--- config.mk ---
export PLATFORM = sky130hd
export DESIGN_NAME = sa_result_drain_flat
export DESIGN_NICKNAME = d
export VERILOG_FILES = /design/src/rtl/sa_result_drain_if.sv /design/src/rtl/sa_result_drain.sv /design/src/flat_wrapper.sv
export SDC_FILE = /design/constraint.sdc
export NUM_CORES = 1
export LEC_CHECK = 0
export ABC_CLOCK_PERIOD_IN_PS = 2210
export BUFFER_PORTS_ARGS = -buffer_cell sky130_fd_sc_hd__buf_2
export CAP_MARGIN = 20
export CORE_MARGIN = 3
export CORE_UTILIZATION = 35
export CTS_CLUSTER_DIAMETER = 80
export DETAILED_ROUTE_END_ITERATION = 8
export PLACE_DENSITY = 0.58
export RECOVER_POWER = 50
export SLEW_MARGIN = 5
export SYNTH_ARGS = -nofsm -noshare
export SYNTH_HDL_FRONTEND = slang
export SYNTH_SLANG_ARGS = --single-unit
--- constraint.sdc ---
create_clock -name clk -period 2.21 [get_ports clk]
set_input_delay 0 -clock clk [delete_from_list [all_inputs] [get_ports clk]]
set_output_delay 0 -clock clk [all_outputs]
set_load 0.01 [all_outputs]
--- src/rtl/sa_result_drain_if.sv ---
// rtl/sa_result_drain_if.sv - result stream bundle between the drain and its consumer
// Carries one column result per beat, tagged with column index, tile number and last flag.
interface sa_result_drain_if #(
   parameter int ROWS     = 8,
   parameter int OUTWIDTH = 32,
   parameter int TAGW     = 8
);
   localparam int COLW = (ROWS > 1) ? $clog2(ROWS) : 1;

   logic [OUTWIDTH-1:0] m_data;
   logic [COLW-1:0]     m_col;
   logic [TAGW-1:0]     m_tile;
   logic                m_last;
   logic                m_valid;
   logic                m_ready;

   modport master (
      output m_data,
      output m_col,
      output m_tile,
      output m_last,
      output m_valid,
      input  m_ready
   );

   modport slave (
      input  m_data,
      input  m_col,
      input  m_tile,
      input  m_last,
      input  m_valid,
      output m_ready
   );
endinterface

--- src/rtl/sa_result_drain.sv ---
// rtl/sa_result_drain.sv - captures a full systolic tile and serialises it one column per beat
// Capture releases the core immediately, so the next tile can be taken on the final beat.
module sa_result_drain #(
   parameter int ROWS     = 8,
   parameter int OUTWIDTH = 32,
   parameter int TAGW     = 8
) (
   input  logic                clk,
   input  logic                rstn,
   input  logic [OUTWIDTH-1:0] in_r [0:ROWS-1],
   input  logic [ROWS-1:0]     in_v,
   output logic                rread,
   output logic                busy,
   sa_result_drain_if.master   m
);
   localparam int              COLW   = (ROWS > 1) ? $clog2(ROWS) : 1;
   localparam logic [COLW-1:0] LAST_K = COLW'(ROWS - 1);

   typedef enum logic {EMPTY, STREAM} state_t;

   state_t              state_q, state_d;
   logic [COLW-1:0]     k_q, k_d;
   logic [OUTWIDTH-1:0] tile_buf [0:ROWS-1];
   logic [TAGW-1:0]     cnt_q;
   logic [TAGW-1:0]     tag_q;
   logic                streaming;
   logic                fire;
   logic                last_fire;
   logic                capture;

   assign streaming = (state_q == STREAM);
   assign fire      = streaming && m.m_ready;
   assign last_fire = fire && (k_q == LAST_K);
   // rread blocks capture so the core's stale in_v during its acknowledge cycle is ignored
   assign capture   = (&in_v) && !rread && ((state_q == EMPTY) || last_fire);

   always_comb begin
      state_d = state_q;
      k_d     = k_q;
      unique case (state_q)
         EMPTY: begin
            if (capture) begin
               state_d = STREAM;
               k_d     = '0;
            end
         end
         STREAM: begin
            if (capture) begin
               state_d = STREAM;
               k_d     = '0;
            end else if (last_fire) begin
               state_d = EMPTY;
               k_d     = '0;
            end else if (fire) begin
               k_d = k_q + COLW'(1);
            end
         end
         default: begin
            state_d = EMPTY;
            k_d     = '0;
         end
      endcase
   end

   always_ff @(posedge clk or negedge rstn) begin
      if (!rstn) begin
         state_q <= EMPTY;
         k_q     <= '0;
         rread   <= 1'b0;
         cnt_q   <= '0;
         tag_q   <= '0;
      end else begin
         state_q <= state_d;
         k_q     <= k_d;
         rread   <= capture;
         if (capture) begin
            tag_q <= cnt_q;
            cnt_q <= cnt_q + TAGW'(1);
         end
      end
   end

   always_ff @(posedge clk or negedge rstn) begin
      if (!rstn) begin
         for (int i = 0; i < ROWS; i++) tile_buf[i] <= '0;
      end else if (capture) begin
         for (int i = 0; i < ROWS; i++) tile_buf[i] <= in_r[i];
      end
   end

   assign m.m_valid = streaming;
   assign m.m_data  = streaming ? tile_buf[k_q] : '0;
   assign m.m_col   = k_q;
   assign m.m_tile  = tag_q;
   assign m.m_last  = streaming && (k_q == LAST_K);
   assign busy      = streaming;
endmodule

--- src/flat_wrapper.sv ---
// flat-port wrapper written by rule: the top's interface ports become plain ports
module sa_result_drain_flat 
#(
   parameter int ROWS     = 8,
   parameter int OUTWIDTH = 32,
   parameter int TAGW     = 8
)
  (clk, rstn, in_r, in_v, rread, busy, m_m_data, m_m_col, m_m_tile, m_m_last, m_m_valid, m_m_ready);
  sa_result_drain_if #(.ROWS(ROWS), .OUTWIDTH(OUTWIDTH), .TAGW(TAGW)) m_i ();
  input  logic clk;
  input  logic rstn;
  input  logic [OUTWIDTH-1:0] in_r[0:ROWS-1];
  input  logic [ROWS-1:0] in_v;
  output logic rread;
  output logic busy;
  output wire logic [$bits(m_i.m_data)-1:0] m_m_data;
  output wire logic [$bits(m_i.m_col)-1:0] m_m_col;
  output wire logic [$bits(m_i.m_tile)-1:0] m_m_tile;
  output wire logic [$bits(m_i.m_last)-1:0] m_m_last;
  output wire logic [$bits(m_i.m_valid)-1:0] m_m_valid;
  input wire logic [$bits(m_i.m_ready)-1:0] m_m_ready;
  assign m_m_data = m_i.m_data;
  assign m_m_col = m_i.m_col;
  assign m_m_tile = m_i.m_tile;
  assign m_m_last = m_i.m_last;
  assign m_m_valid = m_i.m_valid;
  assign m_i.m_ready = m_m_ready;
  sa_result_drain #(.ROWS(ROWS), .OUTWIDTH(OUTWIDTH), .TAGW(TAGW)) u_core (.clk(clk), .rstn(rstn), .in_r(in_r), .in_v(in_v), .rread(rread), .busy(busy), .m(m_i));
endmodule
==> flow_summary.ini <==
[run_status]
status = finished, violations left
failed_checks = negative setup slack

[logic_synthesis]
ys_ff_latch = 277
avgSynthCellArea_um2 = 9.42
synthTopCellsByArea = dfrtp_1 55%, nand2_1 25%, mux4_2 11%
yosysWarnings = 0
synth_area_mm2 = 0.0126
netlist.area_leader.share = 0.548
synth_seq_area_share = 0.548
yosysTopAreaCell = dfrtp_1
syn_inst = 1342
ys_types = 32
synthesis.nets = 1612

[flow_run]
maxCapViolCount = 0

[placement]
gp_congestion = 0.833
postPlaceCellArea_mm2 = 0.0147
port_buffers = 313
hpwlAfterDp_um = 25600
post-place-cells = 2057

[routing]
viasPerCell = 4.76
vias = 11500
post_drt_wl_per_cell_um = 19.4
drtAntennaViolNets = 0
drt-initial-drc-count = 693
routed_wl_um = 46900
firstDrtPassIters = 5
drc = 0

[timing]
fin_skew_ns = 0.00716
worst_pin_slew_ns = 1.36
period_share = 1.02
setup_ws_ns = -0.0521
tns_ns = -0.187
slew_headroom = 0.0919
finalHoldViolations = 0
rsz0062_at_grt = true
setup_viol = 12
fin_crit_ns = 2.26
fmax_mhz = 442
drv_slew = 0

[critical_path]
cp_slowest_cell = dfrtp_4
critPathLaunchType = register
cp_cell_sequence = buf_12, mux4_2, nand2_1, a21boi_1, buf_2
r2r_setup_slack_ns = 0.02
cp_max_fo = 67
critPathKind = reg2out
arrival_ns = 2.26
endpoint_kind = primary output
cp_slowest_stage_delay_ns = 0.42
required_ns = 2.21

[layout]
fillers = 2996
multi_input_area_mm2 = 0.00538
final_cell_area_mm2 = 0.0196
synthToLayoutAreaGrowth_pct = 55.1
stdcell_count = 2421
final-seq-area_mm2 = 0.00694
final_layout_size_suffix_gt1_frac = 0.289
num_antenna_cells = 0
num-nets-final = 2216

[floorplanning]
start_util = 0.361
dieArea_mm2 = 0.0384
io_pins = 314
chipHeight_um = 196
fp.coreArea_mm2 = 0.0351
rows = 68
die_w_um = 196

[global_routing]
grt_usage = 0.222
grt_pass1_wl_um = 67200
antenna_found_initial = 1
grt-ovfl-total = 0
first_global_vias = 12200
grt_max_degree = 73

[clock_network]
clkTransAtPathRegs_ns = 0.06
htreeDepth = 1
clockBufferDepth = 3
cts_sinks = 277
clock_latency_ns = 0.55
cts_buffers = 30
cts_tree = built
cts-root-buf = clkbuf_16

[hold_path]
hold_class = in2reg

[pwr]
p_leak_uw = 0.0103
power_uw = 15500
power_density_mw_per_mm2 = 790
ir_worst_vdd_mv = 0.589
-- area by class of cell --
class                      count  share of cell area
sequential                   277               0.354
inverter                       2             0.00102
tap                          455              0.0290
timing repair inverter         4             0.00179
clock buffer                  44              0.0456
multi-input combinational    978               0.274
clock inverter                 8             0.00715
timing repair buffer         653               0.287
-- logic make-up (layout without fill, tap and decap cells) --
logic type,Yosys count,count (layout),synth area share
buf+inv,87,711,0.0412
simple gates,855,855,0.258
xor+xnor,7,7,0.00485
flops,277,277,0.548
compound gates,41,41,0.0238
fa+ha+maj,3,3,0.00297
mux,72,72,0.121
-- registers in the layout (all words and copies together), names as in the netlist --
register         cells
u_core.busy          1
u_core.cnt_q         8
u_core.m.m_col       3
u_core.m.m_tile      8
u_core.rread         1
u_core.tile_buf    256
-- critical path, delay by kind of cell, from the launching register on --
family	cells	cell delay, ns
buffers and inverters	2	0.46
flip-flops	1	0.42
multiplexers	1	0.39
AND/OR/NAND/NOR	1	0.15
AO/OA/AOI/OAI	1	0.08
-- power by group --
part / switching (uW) / internal (uW) / total, uW
clock: 2040 / 3230 / 5270
sequential: 260 / 5500 / 5760
combinational: 2170 / 2280 / 4450
-- timing repair --
action | CTS | global route
endpoints found under the setup margin | 32 | 267
gates resized for setup | 28 | 91
buffers inserted | 4 | 10
hold buffers | 262 | 0
hold endpoints to repair | 537 | 0
gates cloned | 8 | 28
pin swaps | 3 | 34
-- per-stage QoR --
step / hold WS [ns] / util / worst slack (ns)
final: 0.0465 / 0.559 / -0.0521
after global routing: 0.0558 / 0.559 / -0.0979
after CTS: 0.0184 / 0.535 / -0.0967
after detailed placement: -0.0573 / 0.420 / 0.109
after global placement: -0.0586 / 0.420 / 0.147
after floorplan: -0.296 / - / 0.376
-- cells in the mapped netlist (all sizes together) --
cell,number
inv,1
nand2,839
a21boi,33
ha,3
o21ai,2
mux2,8
and4,2
clkinv,1
nand2b,2
a21oi,1
o22ai,1
xor2,1
xnor2,6
nor3b,1
mux4,64
buf,75
a31o,1
a21bo,1
nand4,4
and3,3
clkbuf,10
nand3,1
and2,1
o31ai,1
a31oi,1
nor2b,2
dfrtp,277
-- path summary, 6_finish.rpt --
check | start | to | cells past startpoint
hold / removal | in_v[2] | u_core.busy | 3
setup reg to reg | u_core.m.m_col[0] | u_core.m.m_tile[7] | 8
min in group asynchronous | rstn | u_core.tile_buf[64] | 3
max in group asynchronous | rstn | u_core.tile_buf[199] | 3
setup / recovery | u_core.m.m_col[1] | m_m_data[20] | 5
hold reg to reg | u_core.tile_buf[27] | u_core.tile_buf[27] | 2
-- cell usage in the layout (no fill, tap or decap), types with 2 or more instances in the layout --
cell and instances:
mux4_2 64, buf_6 14, a21boi_2 18, nor2b_1 2
dlygate4sd3_1 261, nand2_1 809, clkbuf_2 4, mux2_4 7
buf_16 14, dfrtp_1 274, nand2b_1 2, a21boi_1 14
nand4_1 3, clkbuf_1 7, xnor2_1 6, and4_1 2
and3_1 3, clkbuf_16 49, clkbuf_8 7, buf_4 11
ha_2 2, nand2_2 30, buf_12 15, clkinv_2 4
dfrtp_4 2, inv_6 4, bufinv_16 4, buf_2 310
buf_8 4, o21ai_0 2
-- metal layers --
metal	vias up	part of all wire	global-route usage	routed length [um]
met2	391	0.50	0.393	23600
met4	2	0.033	0.0705	1550
li1	5483	-	-	-
met3	87	0.048	0.0345	2240
met5	-	0.00028	0	13
met1	5563	0.41	0.281	19400
(Power assumes the default switching activity.)
